$ cat src/rtl/mic3_pkg.sv
// ============================================================================
// mic3_pkg : shared widths and sample-format helpers for the PmodMIC3 path
// Rev 1.0  : initial release
// ============================================================================
`default_nettype none

package mic3_pkg;

  localparam int          MIC3_SAMPLE_W = 12;
  localparam logic [11:0] MIC3_MIDSCALE = 12'd2048;
  localparam int          MIC3_PCM_W    = 16;

  // Offset-binary to two's complement: subtracting midscale only flips the MSB.
  function automatic logic [MIC3_SAMPLE_W-1:0] mic3_to_signed(
    input logic [MIC3_SAMPLE_W-1:0] raw
  );
    return raw ^ MIC3_MIDSCALE;
  endfunction

  function automatic logic [MIC3_SAMPLE_W-1:0] mic3_mag(
    input logic [MIC3_SAMPLE_W-1:0] s
  );
    return s[MIC3_SAMPLE_W-1] ? (~s + 1'b1) : s;
  endfunction

endpackage

`default_nettype wire

$ cat src/rtl/mic3_sample_fifo.sv
// ============================================================================
// mic3_sample_fifo : synchronous FIFO with registered head and full-bypass pop
// Rev 1.0  : initial release
// ============================================================================
`default_nettype none

module mic3_sample_fifo #(
  parameter int DATA_W = 16,
  parameter int DEPTH  = 8
) (
  input  logic              clk_i,
  input  logic              rst_ni,
  input  logic              wr_en_i,
  input  logic [DATA_W-1:0] wr_data_i,
  input  logic              rd_en_i,
  output logic [DATA_W-1:0] rd_data_o,
  output logic              rd_valid_o,
  output logic              full_o,
  output logic              empty_o
);

  localparam int               PTR_W    = $clog2(DEPTH);
  localparam logic [PTR_W:0]   FULL_CNT = (PTR_W+1)'(DEPTH);

  logic [DATA_W-1:0] mem_q [DEPTH];
  logic [PTR_W-1:0]  wr_ptr_q, rd_ptr_q, rd_ptr_d;
  logic [PTR_W:0]    count_q, count_d;
  logic [DATA_W-1:0] head_q, head_d;
  logic              valid_q;
  logic              do_push, do_pop;

  always_comb begin
    do_pop   = valid_q & rd_en_i;
    do_push  = wr_en_i & ((count_q != FULL_CNT) | do_pop);
    count_d  = count_q + (PTR_W+1)'(do_push) - (PTR_W+1)'(do_pop);
    rd_ptr_d = rd_ptr_q + PTR_W'(do_pop);
    // When the only remaining entry is the one being written, bypass it to the head.
    head_d   = (count_q == (PTR_W+1)'(do_pop)) ? wr_data_i : mem_q[rd_ptr_d];
  end

  always_ff @(posedge clk_i) begin
    if (do_push) mem_q[wr_ptr_q] <= wr_data_i;
  end

  always_ff @(posedge clk_i or negedge rst_ni) begin
    if (!rst_ni) begin
      wr_ptr_q <= '0;
      rd_ptr_q <= '0;
      count_q  <= '0;
      head_q   <= '0;
      valid_q  <= 1'b0;
    end else begin
      if (do_push) wr_ptr_q <= wr_ptr_q + 1'b1;
      rd_ptr_q <= rd_ptr_d;
      count_q  <= count_d;
      valid_q  <= (count_d != '0);
      if ((!valid_q || do_pop) && (count_d != '0)) head_q <= head_d;
    end
  end

  assign rd_data_o  = head_q;
  assign rd_valid_o = valid_q;
  assign full_o     = (count_q == FULL_CNT);
  assign empty_o    = ~valid_q;

endmodule

`default_nettype wire

$ cat src/rtl/mic3_sample_conditioner.sv
// ============================================================================
// mic3_sample_conditioner : offset-binary to PCM, FIFO buffering, peak and clip
// Rev 1.0  : initial release
// ============================================================================
`default_nettype none

module mic3_sample_conditioner
  import mic3_pkg::*;
#(
  parameter int FIFO_DEPTH = 8,
  parameter int WINDOW     = 1024
) (
  input  logic                     sysclk,
  input  logic                     sysrst_n,
  input  logic                     sample_valid,
  input  logic [MIC3_SAMPLE_W-1:0] sample_raw,
  output logic                     pcm_valid,
  input  logic                     pcm_ready,
  output logic [MIC3_PCM_W-1:0]    pcm_data,
  output logic [7:0]               drop_count,
  output logic                     peak_valid,
  output logic [MIC3_SAMPLE_W-1:0] peak_value,
  output logic                     clip,
  input  logic                     clip_clr
);

  localparam int WIN_W = $clog2(WINDOW);
  localparam logic [WIN_W-1:0] WIN_LAST = WIN_W'(WINDOW - 1);

  logic                     s1_valid_q;
  logic [MIC3_SAMPLE_W-1:0] s1_s_q;
  logic [MIC3_SAMPLE_W-1:0] s1_mag, peak_max;
  logic [MIC3_SAMPLE_W-1:0] run_peak_q, peak_value_q;
  logic [WIN_W-1:0]         win_cnt_q;
  logic                     peak_valid_q, clip_q, clip_hit;
  logic [7:0]               drop_count_q;
  logic                     fifo_full, fifo_empty, drop;
  logic [MIC3_PCM_W-1:0]    pcm_wr;

  always_comb begin
    s1_mag   = mic3_mag(s1_s_q);
    peak_max = (s1_mag > run_peak_q) ? s1_mag : run_peak_q;
    // Raw 000 / FFF map to signed 800 / 7FF after the MSB flip.
    clip_hit = s1_valid_q & ((s1_s_q == 12'h800) | (s1_s_q == 12'h7FF));
    drop     = s1_valid_q & fifo_full & ~(~fifo_empty & pcm_ready);
    pcm_wr   = {s1_s_q, {(MIC3_PCM_W-MIC3_SAMPLE_W){1'b0}}};
  end

  always_ff @(posedge sysclk or negedge sysrst_n) begin
    if (!sysrst_n) begin
      s1_valid_q   <= 1'b0;
      s1_s_q       <= '0;
      run_peak_q   <= '0;
      peak_value_q <= '0;
      win_cnt_q    <= '0;
      peak_valid_q <= 1'b0;
      clip_q       <= 1'b0;
      drop_count_q <= '0;
    end else begin
      s1_valid_q   <= sample_valid;
      if (sample_valid) s1_s_q <= mic3_to_signed(sample_raw);
      peak_valid_q <= 1'b0;
      if (s1_valid_q) begin
        if (win_cnt_q == WIN_LAST) begin
          peak_value_q <= peak_max;
          peak_valid_q <= 1'b1;
          run_peak_q   <= '0;
          win_cnt_q    <= '0;
        end else begin
          run_peak_q   <= peak_max;
          win_cnt_q    <= win_cnt_q + 1'b1;
        end
      end
      if (clip_hit)      clip_q <= 1'b1;
      else if (clip_clr) clip_q <= 1'b0;
      if (drop && (drop_count_q != 8'hFF)) drop_count_q <= drop_count_q + 8'd1;
    end
  end

  mic3_sample_fifo #(
    .DATA_W (MIC3_PCM_W),
    .DEPTH  (FIFO_DEPTH)
  ) u_fifo (
    .clk_i      (sysclk),
    .rst_ni     (sysrst_n),
    .wr_en_i    (s1_valid_q),
    .wr_data_i  (pcm_wr),
    .rd_en_i    (pcm_ready),
    .rd_data_o  (pcm_data),
    .rd_valid_o (pcm_valid),
    .full_o     (fifo_full),
    .empty_o    (fifo_empty)
  );

  assign drop_count = drop_count_q;
  assign peak_valid = peak_valid_q;
  assign peak_value = peak_value_q;
  assign clip       = clip_q;

endmodule

`default_nettype wire
$ cat config.mk
export PLATFORM = sky130hd
export DESIGN_NAME = mic3_sample_conditioner
export DESIGN_NICKNAME = d
export VERILOG_FILES = /design/src/rtl/mic3_pkg.sv /design/src/rtl/mic3_sample_fifo.sv /design/src/rtl/mic3_sample_conditioner.sv
export SDC_FILE = /design/constraint.sdc
export NUM_CORES = 1
export LEC_CHECK = 0
export CAP_MARGIN = 20
export CELL_PAD_IN_SITES_DETAIL_PLACEMENT = 0
export CELL_PAD_IN_SITES_GLOBAL_PLACEMENT = 1
export CORE_MARGIN = 2
export CORE_UTILIZATION = 40
export DETAILED_ROUTE_END_ITERATION = 12
export PLACE_DENSITY_LB_ADDON = 0.1
export SYNTH_ARGS = -nofsm -noshare
export SYNTH_HDL_FRONTEND = slang
export SYNTH_SLANG_ARGS = --single-unit
$ cat constraint.sdc
create_clock -name sysclk -period 11.27 [get_ports sysclk]
set_input_delay 1.6905 -clock sysclk [delete_from_list [all_inputs] [get_ports sysclk]]
set_output_delay 1.6905 -clock sysclk [all_outputs]
set_load 0.03 [all_outputs]
==> flow_metrics.tcl, run 1 <==
set metrics [dict create \
    status "finished, final reports clean" \
    synth_area_leaders "edfxtp_1 (37%), dfrtp_1 (26%), mux4_2 (7.0%), ha_1 (4.0%), mux2i_1 (2.8%)" \
    wire_per_inst_um 18.4 \
    drcViolationCount 0 \
    dp_hpwl_um 10400 \
    postCtsSetupRepairBufs 0 \
    final_area_sq_um 9170 \
    dpl-instance-area_sq_um 8550 \
    crit_type "flip-flop to flip-flop" \
    grt_max_degree 81 \
    netlist_area_sq_um 7740 \
    async_reset_ff_share_pct 45.5 \
    hold_violations 0 \
    cp_data_required_time_ns 11.63 \
    grt.total_usage_pct 17.2 \
    grt_antenna_before_repair 0 \
    yosysMostFrequentCell "edfxtp_1" \
    htree_levels 4 \
    maxSlewViolCount 0 \
    power_density_nw_per_um2 256 \
    seq_area_frac_synth_pct 63.1 \
    clk-insertion-delay-late_ns 0.43 \
    final_layout_size_suffix_gt1_share_pct 13.6 \
    syn2layout_area_growth_pct 18.4 \
    dr.first_iter.drc_count 276 \
    synth_top_area_cell "edfxtp_1" \
    synth-seq-cells 176 \
    synth_edf_count 96 \
    hold_path_class "flip-flop to flip-flop" \
    boundaryPins 56 \
    worstPathArrival_ns 4.76 \
    core_area_sq_um 18800 \
    diodes 0 \
    crit_family "simple AND/OR/NAND/NOR gates" \
    tns_ns 0 \
    r2r-end "run_peak_q[7]" \
    die_h_um 143 \
    dieArea_sq_um 20500 \
    met3_usage_pct 3.25 \
    start_util_pct 41.1 \
    worstHoldStart "win_cnt_q[8]" \
    clk_pin_slew_ns 0.07 \
    max-clock-path-buffers 2 \
    slowest_stage "o21ai_1" \
    crit_path_cell_trace "or4_1 -> or4_4 -> o31ai_4 -> xnor2_1 -> ha_1 -> nand4_1 -> nor3_1 -> a31oi_1 -> o21ai_1 -> a22o_1" \
    clkSinkCount 176 \
    yosys_most_used_dff "edfxtp_1" \
    slowest_delay_ns 0.86 \
    ant_nets 0 \
    yosys_warnings 0 \
    synth_top_area_share_pct 37.2 \
    tightest_slew_ns 1.06 \
    ir_drop_mv 0.115 \
    grt_pass1_wl_um 26000 \
    grt_use_met2_pct 28.6 \
    std_cell_rows 50 \
    hold_depth 1 \
    synth.distinct_cells 53 \
    busiest_layer "met2" \
    gp_congestion 0.762 \
    final_cells 885 \
    synth_common_cells "edfxtp_1 (96), dfrtp_1 (80), nand2_1 (56)" \
    tritoncts "built" \
    timing.fmax_ghz 0.227 \
    crit_buf_inv 0 \
    drv_cap 0 \
    syn_inst 550 \
    rsz0062_at_grt "no" \
    slew_headroom_pct 28.9 \
    cts_root_buffer "clkbuf_16" \
    drt-pass1-iter-count 4 \
    wl_um 16300 \
    die_w_um 143 \
    crit_fanout 14 \
    final_net_count 655 \
    r2r-start "s1_s_q[3]" \
    post-route-period-util_pct 39.1 \
    vias 4470 \
    startpoint_type "flip-flop" \
    rrSetupSlack_ns 6.86 \
    cts_resized 0 \
    fin_skew_ns 0.00942 \
    period_needed_ns 4.41 \
    cts_hold_buf 0 \
    crit_path_end_kind "flip-flop" \
    dp.cells 852 \
    use_met1_pct 22.7 \
    postSynthAreaPerCell_sq_um 14.1 \
    leakage_uw 0.00360 \
    whs_endpoint "win_cnt_q[8]" \
    cts_buffers 17 \
    finalSetupViolCount 0 \
    grt_overflow_total 0 \
    port_buffers 51 \
    r2r_cells 10 \
    viasPerCell 5.05 \
    grt_pass1_vias 4633 \
]
cell type report:
cell class                      instances  area [sq um]
Timing Repair Buffer                   65           653
Sequential cell                       176          4880
Multi-Input combinational cell        322          2600
Tap cell                              260           325
Clock buffer                           19           433
Fill cell                            1660          9660
Clock inverter                         13           161
Inverter                               30           113
through the flow:
step           utilization (%)  hold slack, ns  setup slack (ns)  power [uW]
4_1_cts                   48.6           0.472              6.83        2380
3_5_place_dp              45.4           0.460              6.51        1770
6_report                  48.7           0.469              6.86        2340
2_1_floorplan                -           0.438              7.19        1510
3_3_place_gp              45.3           0.458              6.52        1750
5_1_grt                   48.7           0.495              6.66        2500
registers in the layout, summed over array words and instances, names as in the netlist:
signal,flops
u_fifo.mem_q,96
peak_valid,1
u_fifo.rd_data_o,12
u_fifo.count_q,4
peak_value,12
u_fifo.rd_ptr_q,3
win_cnt_q,10
clip,1
u_fifo.rd_valid_o,1
drop_count,8
s1_valid_q,1
u_fifo.wr_ptr_q,3
run_peak_q,12
s1_s_q,12
cell families (layout without fill, tap and decap cells):
family,Yosys count,in the layout,share of synthesized area [%]
flops,176,176,63.1
simple gates,121,121,7.24
compound gates,86,86,7.21
mux,57,57,11.4
buf+inv,55,127,3.55
xor+xnor,28,28,3.17
fa+ha+maj,26,26,4.30
other cells,1,4,0.0484
layout by cell type, fill, tap and decap left out, drive strengths merged, types with 2 or more instances in the layout:
cell and n:
xor2 10, dfrtp 80, o211ai 3, mux2 11, or4 3, clkdlybuf4s50 50
a221o 2, ha 25, inv 33, and2 2, a21oi 8, nand3 9
buf 15, clkinv 4, nand4 8, edfxtp 96, bufinv 3, mux4 24
o31ai 4, o21ai 41, nand2b 6, a31oi 5, clkbuf 19, clkinvlp 3
nand2 56, and3 3, a21o 2, xnor2 18, nor3 6, nor2 21
conb 4, mux2i 22, a22o 12
report_power, final:
group	switching (uW)	total (uW)	internal, uW
sequential	90.7	913	822
clock	248	598	350
combinational	447	834	387
worst reg2reg max path, delay by kind of cell, from the launching register on:
kind | cells | cell delay, ns
adder cells (fa/ha/maj) | 1 | 0.33
flip-flops | 1 | 0.58
AND/OR/NAND/NOR | 4 | 1.82
AO/OA/AOI/OAI | 4 | 1.47
XOR/XNOR | 1 | 0.15
routing by layer:
layer	vias up	routed length [um]
li1	2141	-
met1	2243	7500
met2	74	8090
met3	12	517
met4	0	158
met5	-	0
worst max path at each step:
stage,startpoint,to,slack (ns),cells after the start
after CTS,s1_s_q[3],run_peak_q[6],6.83,10
after global routing,s1_s_q[3],run_peak_q[6],6.66,10
after global placement,pcm_ready,u_fifo.rd_data_o[11],6.52,11
final,s1_s_q[3],run_peak_q[7],6.86,10
after detailed placement,pcm_ready,u_fifo.rd_data_o[13],6.51,11
after floorplan,pcm_ready,u_fifo.rd_data_o[14],7.19,10
Note: power is estimated with default switching activity, not from simulation.
==> inputs of run 2 (changes only) <==
==> constraint.sdc (replaced) <==
create_clock -name sysclk -period 4.3 [get_ports sysclk]
set_input_delay 0.645 -clock sysclk [delete_from_list [all_inputs] [get_ports sysclk]]
set_output_delay 0.645 -clock sysclk [all_outputs]
set_load 0.03 [all_outputs]
==> flow_metrics.tcl, run 2 (synthesis results as in run 1) <==
set metrics [dict create \
    status "finished, final reports clean" \
    boundaryPins 56 \
    timing.fmax_ghz 0.265 \
    ir_drop_mv 0.324 \
    final_layout_size_suffix_gt1_share_pct 14.7 \
    ant_nets 0 \
    cts_buffers 17 \
    top_register "u_fifo.mem_q" \
    fin_skew_ns 0.0108 \
    clkSinkCount 176 \
    slowest_stage "or4_1" \
    cpMostUsedCell "o21ai_0" \
    timing.final.ws_setup_ns 0.525 \
    drcViolationCount 0 \
    rsz0062_at_grt "no" \
    htree_levels 4 \
    diodes 0 \
    crit_type "flip-flop to flip-flop" \
    final_common_cell "edfxtp_1" \
    leakage_uw 0.00362 \
    finalSetupViolCount 0 \
    dp_slack_ns 0.517 \
    hold_path_class "primary input to async pin" \
    postCtsSetupRepairBufs 0 \
    core_area_sq_um 18800 \
    clk_pin_slew_ns 0.06 \
    maxSlewViolCount 0 \
    layout_common_cells "edfxtp_1 (96), dfrtp_1 (80), nand2_1 (56), clkdlybuf4s50_1 (50), o21ai_0 (40)" \
    die_h_um 143 \
    cts_resized 0 \
    gp_congestion 0.745 \
    period_needed_ns 3.77 \
    dr.first_iter.drc_count 246 \
    std_cell_rows 50 \
    crit_path_cell_trace "or4_1 -> or4_4 -> o31ai_4 -> xnor2_1 -> ha_1 -> nand4_1 -> nor2_1 -> o21ai_0 -> a31oi_1 -> o21ai_0 -> buf_4 -> a22o_1" \
    viasPerCell 5.03 \
    start_util_pct 41.1 \
    drt-pass1-iter-count 4 \
    post-route-period-util_pct 87.8 \
    crit_fanout 14 \
    crit_path_end_kind "flip-flop" \
    startpoint_type "flip-flop" \
    final_net_count 663 \
    cts_hold_buf 0 \
    port_buffers 51 \
    largest_reg_flops 96 \
    grt_overflow_total 0 \
    syn2layout_area_growth_pct 18.6 \
    max-clock-path-buffers 2 \
    grt_pass1_wl_um 26100 \
    dp.cells 860 \
    slowest_delay_ns 0.59 \
    tritoncts "built" \
    crit_buf_inv 1 \
    clk-insertion-delay-late_ns 0.41 \
    cts_root_buffer "clkbuf_16" \
    grt_pass1_vias 4744 \
    die_w_um 143 \
    num-fill-cells 1642 \
    grt.total_usage_pct 17.0 \
    wire_per_inst_um 17.9 \
    slew_headroom_pct 50.7 \
    power.total_uw 6050 \
    cp_data_required_time_ns 4.60 \
    tightest_slew_ns 0.738 \
    drv_cap 0 \
    grt_antenna_before_repair 0 \
    dp_hpwl_um 10600 \
    power_density_nw_per_um2 659 \
    final_cells 893 \
    wl_um 16000 \
    tns_ns 0 \
    dieArea_sq_um 20500 \
    grt_max_degree 81 \
    hold_violations 0 \
    crit_family "simple AND/OR/NAND/NOR gates" \
    vias 4489 \
    worstPathArrival_ns 4.07 \
]
## run 2: cell types whose count changed in the layout (fill, tap and decap cells not counted), sizes merged
cell      change
clkinvlp      -2
bufinv        -1
clkbuf        +1
clkinv        +5
buf           +8
inv           -3
## run 2: metrics by stage
step / hold slack [ns] / utilization (%) / area [sq um]
global route: 0.0610 / 48.8 / 9190
floorplan: 0.349 / - / 7760
global placement: 0.458 / 45.6 / 8590
CTS: 0.447 / 48.6 / 9160
detailed placement: 0.460 / 45.6 / 8590
finish: 0.0716 / 48.8 / 9190
## run 2: layout make-up
type / instances / area (sq um) / area share (%)
clock buffer: 20 / 447 / 4.86
clock inverter: 12 / 119 / 1.29
inverter: 30 / 113 / 1.23
multi-input combinational: 322 / 2600 / 28.3
sequential: 176 / 4880 / 53.2
tap: 260 / 325 / 3.54
timing repair buffer: 73 / 693 / 7.55
## run 2: final timing paths
kind / start / to / slack, ns / depth (start not counted)
worst min register to register: win_cnt_q[8] / win_cnt_q[8] / 0.47 / 1
worst max register to register: s1_s_q[3] / run_peak_q[3] / 0.53 / 12
min in group sysclk: win_cnt_q[8] / win_cnt_q[8] / 0.47 / 1
worst max-delay path: s1_s_q[3] / run_peak_q[3] / 0.53 / 12
max in group asynchronous: sysrst_n / peak_value[11] / 3.62 / 2
worst min-delay path: sysrst_n / u_fifo.rd_data_o[9] / 0.07 / 1
## run 2: per-layer routing
metal	GRT usage (%)	wire [um]
met4	4.12	48
met5	0	0
met3	3.55	407
met1	22.4	7370
met2	28.9	8130
## run 2: power breakdown
part           total (uW)  leakage [uW]  switching (uW)  internal [uW]
clock network        1470      0.000281             608            865
registers            2370       0.00188             212           2160
logic                2210       0.00146            1210            997
